### config.mk
export PLATFORM = sky130hd
export DESIGN_NAME = chaotic_map_bank_flat
export DESIGN_NICKNAME = d
export VERILOG_FILES = /design/src/rtl/chaotic_map_bank_if.sv /design/src/rtl/chaotic_map_bank.sv /design/src/flat_wrapper.sv
export SDC_FILE = /design/constraint.sdc
export NUM_CORES = 1
export LEC_CHECK = 0
export ABC_AREA = 1
export BUFFER_PORTS_ARGS = -buffer_cell sky130_fd_sc_hd__buf_2
export CAP_MARGIN = 5
export CORE_ASPECT_RATIO = 0.9
export CORE_MARGIN = 2
export CORE_UTILIZATION = 30
export DETAILED_ROUTE_END_ITERATION = 16
export PLACE_DENSITY = 0.5
export SYNTH_ARGS = -nofsm -noshare
export SYNTH_HDL_FRONTEND = slang
export SYNTH_SLANG_ARGS = --single-unit
### constraint.sdc
create_clock -name clk -period 11.8 [get_ports clk]
set_input_delay 1.18 -clock clk [delete_from_list [all_inputs] [get_ports clk]]
set_output_delay 1.18 -clock clk [all_outputs]
set_load 0.05 [all_outputs]
### src/rtl/chaotic_map_bank_if.sv
// Control and stream bundle for chaotic_map_bank: run/seed controls in,
// per-update output stream and sticky fixed-point flags out.
interface chaotic_map_bank_if #(
  parameter int W  = 16,
  parameter int CH = 4
);
  localparam int CW = (CH > 1) ? $clog2(CH) : 1;

  logic          i_en;
  logic [1:0]    i_mode;
  logic          i_seed_we;
  logic [CW-1:0] i_seed_ch;
  logic [W-1:0]  i_seed_data;
  logic          i_clear_stuck;
  logic          o_out_valid;
  logic [CW-1:0] o_out_ch;
  logic [W-1:0]  o_out_data;
  logic [CH-1:0] o_stuck;

  modport master (
    output i_en, i_mode, i_seed_we, i_seed_ch, i_seed_data, i_clear_stuck,
    input  o_out_valid, o_out_ch, o_out_data, o_stuck
  );

  modport slave (
    input  i_en, i_mode, i_seed_we, i_seed_ch, i_seed_data, i_clear_stuck,
    output o_out_valid, o_out_ch, o_out_data, o_stuck
  );
endinterface

### src/rtl/chaotic_map_bank.sv
// Multi-channel chaotic-map source: CH signed Q1.(W-1) states iterated round-robin
// through one shared signed multiplier (quadratic, tent or cubic Chebyshev map).
module chaotic_map_bank #(
  parameter int           W         = 16,
  parameter int           CH        = 4,
  parameter logic [W-1:0] SEED      = 16'h7EF0,
  parameter logic [W-1:0] SEED_STEP = 16'h0123,
  parameter logic [W-1:0] PERTURB   = 16'h0155
) (
  input  logic              clk,
  input  logic              rst,
  chaotic_map_bank_if.slave bus
);
  localparam int CW = (CH > 1) ? $clog2(CH) : 1;
  localparam logic signed [2*W-1:0] MAX_E = {{(W+1){1'b0}}, {(W-1){1'b1}}};
  localparam logic signed [2*W-1:0] MIN_E = {{(W+1){1'b1}}, {(W-1){1'b0}}};
  localparam logic [W-1:0]  MAX_W   = {1'b0, {(W-1){1'b1}}};
  localparam logic [W-1:0]  MIN_W   = {1'b1, {(W-1){1'b0}}};
  localparam logic [CW-1:0] LAST_CH = CW'(CH - 1);

  typedef enum logic [1:0] {S_IDLE, S_MUL1, S_MUL2, S_WB} state_t;

  state_t                r_state;
  logic [CW-1:0]         r_ptr;
  logic [1:0]            r_mode;
  logic                  r_discard;
  logic signed [2*W-1:0] r_prod;
  logic [W-1:0]          r_x [CH];
  logic                  r_out_valid;
  logic [CW-1:0]         r_out_ch;
  logic [W-1:0]          r_out_data;
  logic [CH-1:0]         r_stuck;

  logic signed [W-1:0]   w_x;
  logic signed [W-1:0]   w_s;
  logic signed [W-1:0]   w_mul_b;
  logic signed [2*W-1:0] w_xe;
  logic signed [2*W-1:0] w_be;
  logic signed [2*W-1:0] w_prod;
  logic signed [2*W-1:0] w_abs;
  logic signed [2*W-1:0] w_y;
  logic [W-1:0]          w_y_sat;
  logic [W-1:0]          w_store;
  logic                  w_fixed;
  logic                  w_seed_ok;
  logic                  w_seed_hit;
  logic                  w_commit;
  logic [CW-1:0]         w_ptr_next;

  function automatic logic [W-1:0] reset_seed(input int idx);
    return SEED + SEED_STEP * W'(idx);
  endfunction

  assign w_x = r_x[r_ptr];

  // Cubic map: s = min(MAX, floor(x*x / 2^(W-1))); x*x is never negative here.
  assign w_s = (r_prod[2*W-1:2*W-2] != 2'b00) ? MAX_W : r_prod[2*W-2:W-1];

  // Operands are sign-extended W-bit values, so this is one W x W signed multiply
  // shared between the x*x pass (MUL1) and the x*s pass (MUL2).
  assign w_mul_b = (r_state == S_MUL1) ? w_x : w_s;
  assign w_xe    = {{W{w_x[W-1]}}, w_x};
  assign w_be    = {{W{w_mul_b[W-1]}}, w_mul_b};
  assign w_prod  = w_xe * w_be;
  assign w_abs   = w_x[W-1] ? -w_xe : w_xe;

  // NOTE: give every always_comb output a default before the case, otherwise an
  // unlisted selector value keeps the old value and synthesis infers a latch.
  always_comb begin
    w_y = MAX_E - (r_prod >>> (W-2));
    case (r_mode)
      2'd1:    w_y = MAX_E - (w_abs <<< 1);
      2'd2:    w_y = ((r_prod >>> (W-1)) <<< 2) - (w_xe + (w_xe <<< 1));
      default: ;
    endcase
  end

  assign w_y_sat    = (w_y > MAX_E) ? MAX_W : (w_y < MIN_E) ? MIN_W : w_y[W-1:0];
  assign w_fixed    = (w_y_sat == r_x[r_ptr]);
  assign w_store    = w_fixed ? (w_y_sat ^ PERTURB) : w_y_sat;
  assign w_seed_ok  = (int'(bus.i_seed_ch) < CH);
  assign w_seed_hit = bus.i_seed_we && w_seed_ok && (bus.i_seed_ch == r_ptr);
  // A seed landing on the channel being written back overrides the computed value.
  assign w_commit   = (r_state == S_WB) && !r_discard && !w_seed_hit;
  assign w_ptr_next = (r_ptr == LAST_CH) ? '0 : r_ptr + 1'b1;

  // NOTE: sequential state uses non-blocking assignments only, so every register
  // samples pre-edge values and the later assignments below take priority.
  always_ff @(posedge clk or posedge rst) begin
    if (rst) begin
      r_state     <= S_IDLE;
      r_ptr       <= '0;
      r_mode      <= 2'd0;
      r_discard   <= 1'b0;
      r_prod      <= '0;
      r_out_valid <= 1'b0;
      r_out_ch    <= '0;
      r_out_data  <= '0;
      r_stuck     <= '0;
      // NOTE: the state array is a small register file with defined reset seeds,
      // so it is reset explicitly rather than left to power-up contents.
      for (int i = 0; i < CH; i++) r_x[i] <= reset_seed(i);
    end else begin
      r_out_valid <= 1'b0;
      case (r_state)
        S_IDLE: begin
          if (bus.i_en) begin
            r_mode    <= bus.i_mode;
            r_discard <= 1'b0;
            r_state   <= S_MUL1;
          end
        end
        S_MUL1: begin
          r_prod  <= w_prod;
          r_state <= (r_mode == 2'd2) ? S_MUL2 : S_WB;
        end
        S_MUL2: begin
          r_prod  <= w_prod;
          r_state <= S_WB;
        end
        S_WB: begin
          if (w_commit) begin
            r_x[r_ptr]  <= w_store;
            r_out_valid <= 1'b1;
            r_out_ch    <= r_ptr;
            r_out_data  <= w_store;
          end
          r_ptr     <= w_ptr_next;
          r_discard <= 1'b0;
          if (bus.i_en) begin
            r_mode  <= bus.i_mode;
            r_state <= S_MUL1;
          end else begin
            r_state <= S_IDLE;
          end
        end
      endcase

      if (w_seed_hit && (r_state == S_MUL1 || r_state == S_MUL2)) r_discard <= 1'b1;
      if (bus.i_clear_stuck) r_stuck <= '0;
      if (w_commit && w_fixed) r_stuck[r_ptr] <= 1'b1;
      if (bus.i_seed_we && w_seed_ok) r_x[bus.i_seed_ch] <= bus.i_seed_data;
    end
  end

  assign bus.o_out_valid = r_out_valid;
  assign bus.o_out_ch    = r_out_ch;
  assign bus.o_out_data  = r_out_data;
  assign bus.o_stuck     = r_stuck;
endmodule

### src/flat_wrapper.sv
// flat-port wrapper written by rule: the top's interface ports become plain ports
module chaotic_map_bank_flat 
#(
  parameter int           W         = 16,
  parameter int           CH        = 4,
  parameter logic [W-1:0] SEED      = 16'h7EF0,
  parameter logic [W-1:0] SEED_STEP = 16'h0123,
  parameter logic [W-1:0] PERTURB   = 16'h0155
)
  (clk, rst, bus_i_en, bus_i_mode, bus_i_seed_we, bus_i_seed_ch, bus_i_seed_data, bus_i_clear_stuck, bus_o_out_valid, bus_o_out_ch, bus_o_out_data, bus_o_stuck);
  chaotic_map_bank_if #(.W(W), .CH(CH)) bus_i ();
  input  logic clk;
  input  logic rst;
  input wire logic [$bits(bus_i.i_en)-1:0] bus_i_en;
  input wire logic [$bits(bus_i.i_mode)-1:0] bus_i_mode;
  input wire logic [$bits(bus_i.i_seed_we)-1:0] bus_i_seed_we;
  input wire logic [$bits(bus_i.i_seed_ch)-1:0] bus_i_seed_ch;
  input wire logic [$bits(bus_i.i_seed_data)-1:0] bus_i_seed_data;
  input wire logic [$bits(bus_i.i_clear_stuck)-1:0] bus_i_clear_stuck;
  output wire logic [$bits(bus_i.o_out_valid)-1:0] bus_o_out_valid;
  output wire logic [$bits(bus_i.o_out_ch)-1:0] bus_o_out_ch;
  output wire logic [$bits(bus_i.o_out_data)-1:0] bus_o_out_data;
  output wire logic [$bits(bus_i.o_stuck)-1:0] bus_o_stuck;
  assign bus_i.i_en = bus_i_en;
  assign bus_i.i_mode = bus_i_mode;
  assign bus_i.i_seed_we = bus_i_seed_we;
  assign bus_i.i_seed_ch = bus_i_seed_ch;
  assign bus_i.i_seed_data = bus_i_seed_data;
  assign bus_i.i_clear_stuck = bus_i_clear_stuck;
  assign bus_o_out_valid = bus_i.o_out_valid;
  assign bus_o_out_ch = bus_i.o_out_ch;
  assign bus_o_out_data = bus_i.o_out_data;
  assign bus_o_stuck = bus_i.o_stuck;
  chaotic_map_bank #(.W(W), .CH(CH), .SEED(SEED), .SEED_STEP(SEED_STEP), .PERTURB(PERTURB)) u_core (.clk(clk), .rst(rst), .bus(bus_i));
endmodule
==> results <==
- The highest-delay cell along the critical path is o21ai_0.
- The clock tree synthesis step divided the H-tree into 3 levels.
- The initial antenna violation count is 0.
- The count of nets left with antenna violations once routing finished came out at 0.
- The most used flip-flop cell after synthesis is dfrtp_1.
- In the final design database the tool counted between 2k and 3k nets.
- By instance count, the leading cell after synthesis is nand2_1.
- The synthesized netlist occupies a cell area of between 15000 and 20000 um^2.
- From left edge to right edge, the die measures around 260 um.
- The critical path data arrival time is approximately 9600 ps.
- Buffers inserted to repair hold after CTS numbered 0.
- The sequential area share after synthesis is between 10% and 20%.
- The synthesized netlist devotes 12.9% of its cell area to compound gates.
- The setup clock skew after layout is roughly 18 ps.
- The share of the clock period used by the worst path after layout is between 70% and 80%.
- The timing startpoint of the critical path is u_core.r_ptr[1]$_DFFE_PP0P_.
- Dividing the detail-routed via count by the number of cells gives 5.10.
- The path type of the worst min-delay path is flip-flop to flip-flop.
- Clock tree synthesis selected as its root buffer the cell clkbuf_16.
- The adder and majority gate portion of the synthesized area is between 30% and 40%.
- The floorplan step defined a core boundary enclosing 59900 um^2.
- The average wire length per cell after detail routing is approximately 19 um.
- In this run the deepest clock path goes through 2 buffers.
- The xor and xnor fraction of the mapped netlist area is approximately 1.5%.
- Synthesis produced a netlist whose cell count is 2338.
- Measured along the y axis, the die boundary spans between 200 and 250 um.
- The pin count of the biggest net entering global routing is 67.
- When the netlist entered floorplanning its net count stood at 2765.
- The placement row count is between 80 and 90.
- For this run, design rule violations remaining after detail routing come to 0.
- The count of buffers from port buffering is between 40 and 50.
- The final HPWL from detailed placement is 46600 um.
- The register area is between 2000 and 3000 um^2.
- The total number of vias is between 15k and 20k.
- The smallest clock period supported by the final layout is computed as around 9300 ps.
- Max-cap violations in this run came to 0.
- The maximum frequency from static timing analysis is around 0.11 GHz.
- The post-synthesis simple-gate area fraction is 20.1%.
- The count of flip-flops with a built-in enable after synthesis is 0.
- The register-to-register path setup slack is about 2500 ps.
- The count of yosys warnings during synthesis is 0.
- The clock insertion delay at the later pin of the skew report is 410 ps.
- The CTS tree is built.
- The via count of the first global-routing pass is approximately 16k.
- The endpoint identified for the worst register-to-register timing path is u_core.r_prod[28]$_DFFE_PP0N_.
- Setup repair after global routing left no endpoint under its margin.
- The setup-violating endpoint count in the final report is 0.
- The mean area per synthesized cell is 7.77 um^2.
- Before antenna repair, the detailed router went through 6 iterations.
- The number of top-level design ports is 48.
- STA classifies the critical path endpoint as a flip-flop.
- Counting cells, the worst reg-to-reg path comes to 28.
- The worst register-to-register path begins at u_core.r_ptr[1]$_DFFE_PP0P_.
- The layout has 6442 filler cells.
- For the pin with the worst max-slew slack, the measured transition is around 1300 ps.
- In this run the worst path has a maximum fanout of 29.
- The largest area contributor in the netlist is fa_1.
- In this run, distinct cell masters in the synthesized netlist total 53.
- The number of antenna diodes in the final layout is 0.
- The first-pass GRT wire length is 93600 um.
- For this run, the total global-route usage over all layers was measured as about a fifth.
- In the final layout, the multi-input gates occupy between 10000 and 15000 um^2.
- Of the post-synthesis cell area, the part taken by muxes is 0%.
- The total count of hold-check failures in the final report is 0.
- Of all flip-flops after synthesis, the portion carrying an async set or reset was between 90% and 100%.
- The area of the die is between 60000 and 70000 um^2.
- The count of buffers added by post-CTS timing repair for setup is 0.
- The routed design has 60200 um of wire.
- The setup TNS is 0 ps.
- The worst setup path is of the flip-flop to flip-flop kind.
- The worst setup path is launched from a flip-flop.
- The remaining max-slew budget at the tightest pin is between 10% and 20%.
- The largest family of logic cells by synthesized area is adder cells.
- Once the clock tree was built, the resizer swapped 0 gates to a different size.
- The total clock sinks is 112.
- The largest single stage delay on the critical path is between 1000 and 1500 ps.
- The clock transition at the registers of the reported paths is roughly 90 ps.
- The flow ran to the end, and the final reports show no timing, DRC or antenna violations.
- The initial utilization of the core area, before any placement, comes to roughly 30%.
- The critical path ends at u_core.r_prod[28]$_DFFE_PP0N_.
- The synthesized design devotes to its leading area cell type a little under a third of total area.
- At the worst endpoint, the required time is 12040 ps.
- The number of flip-flops and latches in the synthesized netlist is 112.
- The weighted congestion at the end of routability-driven global placement is approximately 0.9.
- The number of pins exceeding their max-slew limit in the final report is 0.
- After synthesis, the most frequently instantiated cells are nand2_1, inv_1, fa_1.
- The share of final-layout standard cells stronger than drive strength 1 is 7.78%.
- Yosys attributes the largest share of cell area to fa_1, dfrtp_1, nand2_1.
- The total clock buffers created by CTS is 9.
- Relative to the synthesized area, the layout overhead comes to 7.04%.
- After the first detailed-routing iteration, the DRC count stood at 1433.
- The total overflow left after global routing is 0.
metrics by stage:
| stage | instances | hold WS [ps] | worst slack (ps) | utilization (%) | instance area (um^2) |
|---|---|---|---|---|---|
| 6_report | 3109 | 501 | 2460 | 32.5 | 19500 |
| 5_1_grt | 3109 | 524 | 2010 | 32.5 | 19500 |
| 4_1_cts | 3108 | 503 | 2260 | 32.5 | 19400 |
| 3_5_place_dp | 3092 | 482 | 2290 | 31.9 | 19100 |
| 3_3_place_gp | 3092 | 467 | 2260 | 31.9 | 19100 |
| 2_1_floorplan | 2338 | 476 | 4550 | - | 18200 |
cell type report:
class | count | share of cell area (%)
Sequential cell | 112 | 14.6
Clock buffer | 9 | 1.16
Clock inverter | 7 | 0.527
Multi-Input combinational cell | 1727 | 68.8
Timing Repair Buffer | 70 | 2.10
Inverter | 401 | 7.79
Tap cell | 783 | 5.04
per-layer routing:
| layer | share of wire (%) | GRT usage (%) | vias up |
|---|---|---|---|
| li1 | - | - | 7282 |
| met1 | 44 | 27.8 | 7887 |
| met2 | 44 | 29.9 | 620 |
| met3 | 9.3 | 4.24 | 70 |
| met4 | 2.6 | 5.40 | 0 |
| met5 | 0 | 0 | - |
how the worst min path moves through the flow:
stage                                          startpoint                               endpoint  slack [ps]  depth (start not counted)
floorplan                        u_core.r_x[57]$_DFF_PP1_               u_core.r_x[57]$_DFF_PP1_         480                          2
global placement    u_core.bus.o_out_data[15]$_DFFE_PP0P_  u_core.bus.o_out_data[15]$_DFFE_PP0P_         470                          2
detailed placement     u_core.bus.o_out_ch[0]$_DFFE_PP0P_     u_core.bus.o_out_ch[0]$_DFFE_PP0P_         480                          2
CTS                    u_core.bus.o_out_ch[0]$_DFFE_PP0P_     u_core.bus.o_out_ch[0]$_DFFE_PP0P_         500                          2
global route        u_core.bus.o_out_data[15]$_DFFE_PP0P_  u_core.bus.o_out_data[15]$_DFFE_PP0P_         520                          2
finish                 u_core.bus.o_out_ch[0]$_DFFE_PP0P_     u_core.bus.o_out_ch[0]$_DFFE_PP0P_         500                          2
kinds of logic after synthesis:
logic type / count (synthesis)
AOI/OAI and AO/OA: 412
and+or+nand+nor: 881
DFF: 112
adders and majority gates: 402
xor gates and xnor gates: 32
buffers and inverters: 499
layout by cell type (no fill, tap or decap), types with 10 or more instances in the layout:
| cell type | netlist | layout |
|---|---|---|
| dfrtp_1 | 86 | 86 |
| inv_2 | 11 | 11 |
| nor2_1 | 226 | 223 |
| xor2_1 | 16 | 16 |
| nand3_1 | 99 | 99 |
| o22ai_1 | 10 | 10 |
| a31oi_1 | 37 | 37 |
| nand2_2 | 27 | 27 |
| nand2_1 | 482 | 482 |
| buf_4 | 3 | 23 |
| a22oi_1 | 43 | 43 |
| or2_2 | 11 | 11 |
| xnor2_1 | 16 | 16 |
| o21bai_1 | 12 | 12 |
| fa_1 | 276 | 276 |
| inv_1 | 387 | 386 |
| ha_1 | 126 | 126 |
| dfstp_2 | 26 | 26 |
| a21oi_1 | 158 | 158 |
| o21ai_0 | 119 | 119 |
| buf_2 | 11 | 47 |
state kept, by name, indices dropped and copies added, names as in the netlist:
signal	count
u_core.r_x	64
u_core.r_prod	18
u_core.bus.o_out_data	16
u_core.bus.o_stuck	4
u_core.bus.o_out_ch	2
u_core.r_mode	2
u_core.r_ptr	2
u_core.r_state	2
u_core.bus.o_out_valid	1
u_core.r_discard	1
critical path, delay by kind of cell, from the launching register on:
family                   cells  cell delay [ps]
AO/OA/AOI/OAI                8             2350
adder cells (fa/ha/maj)      7             3440
flip-flops                   1              690
XOR/XNOR                     1              150
AND/OR/NAND/NOR              4              610
buffers and inverters        8             1910
Power is left out: the tool's default activity adds up to more than one toggle a clock period on the data nets, which glitch-free logic cannot reach.
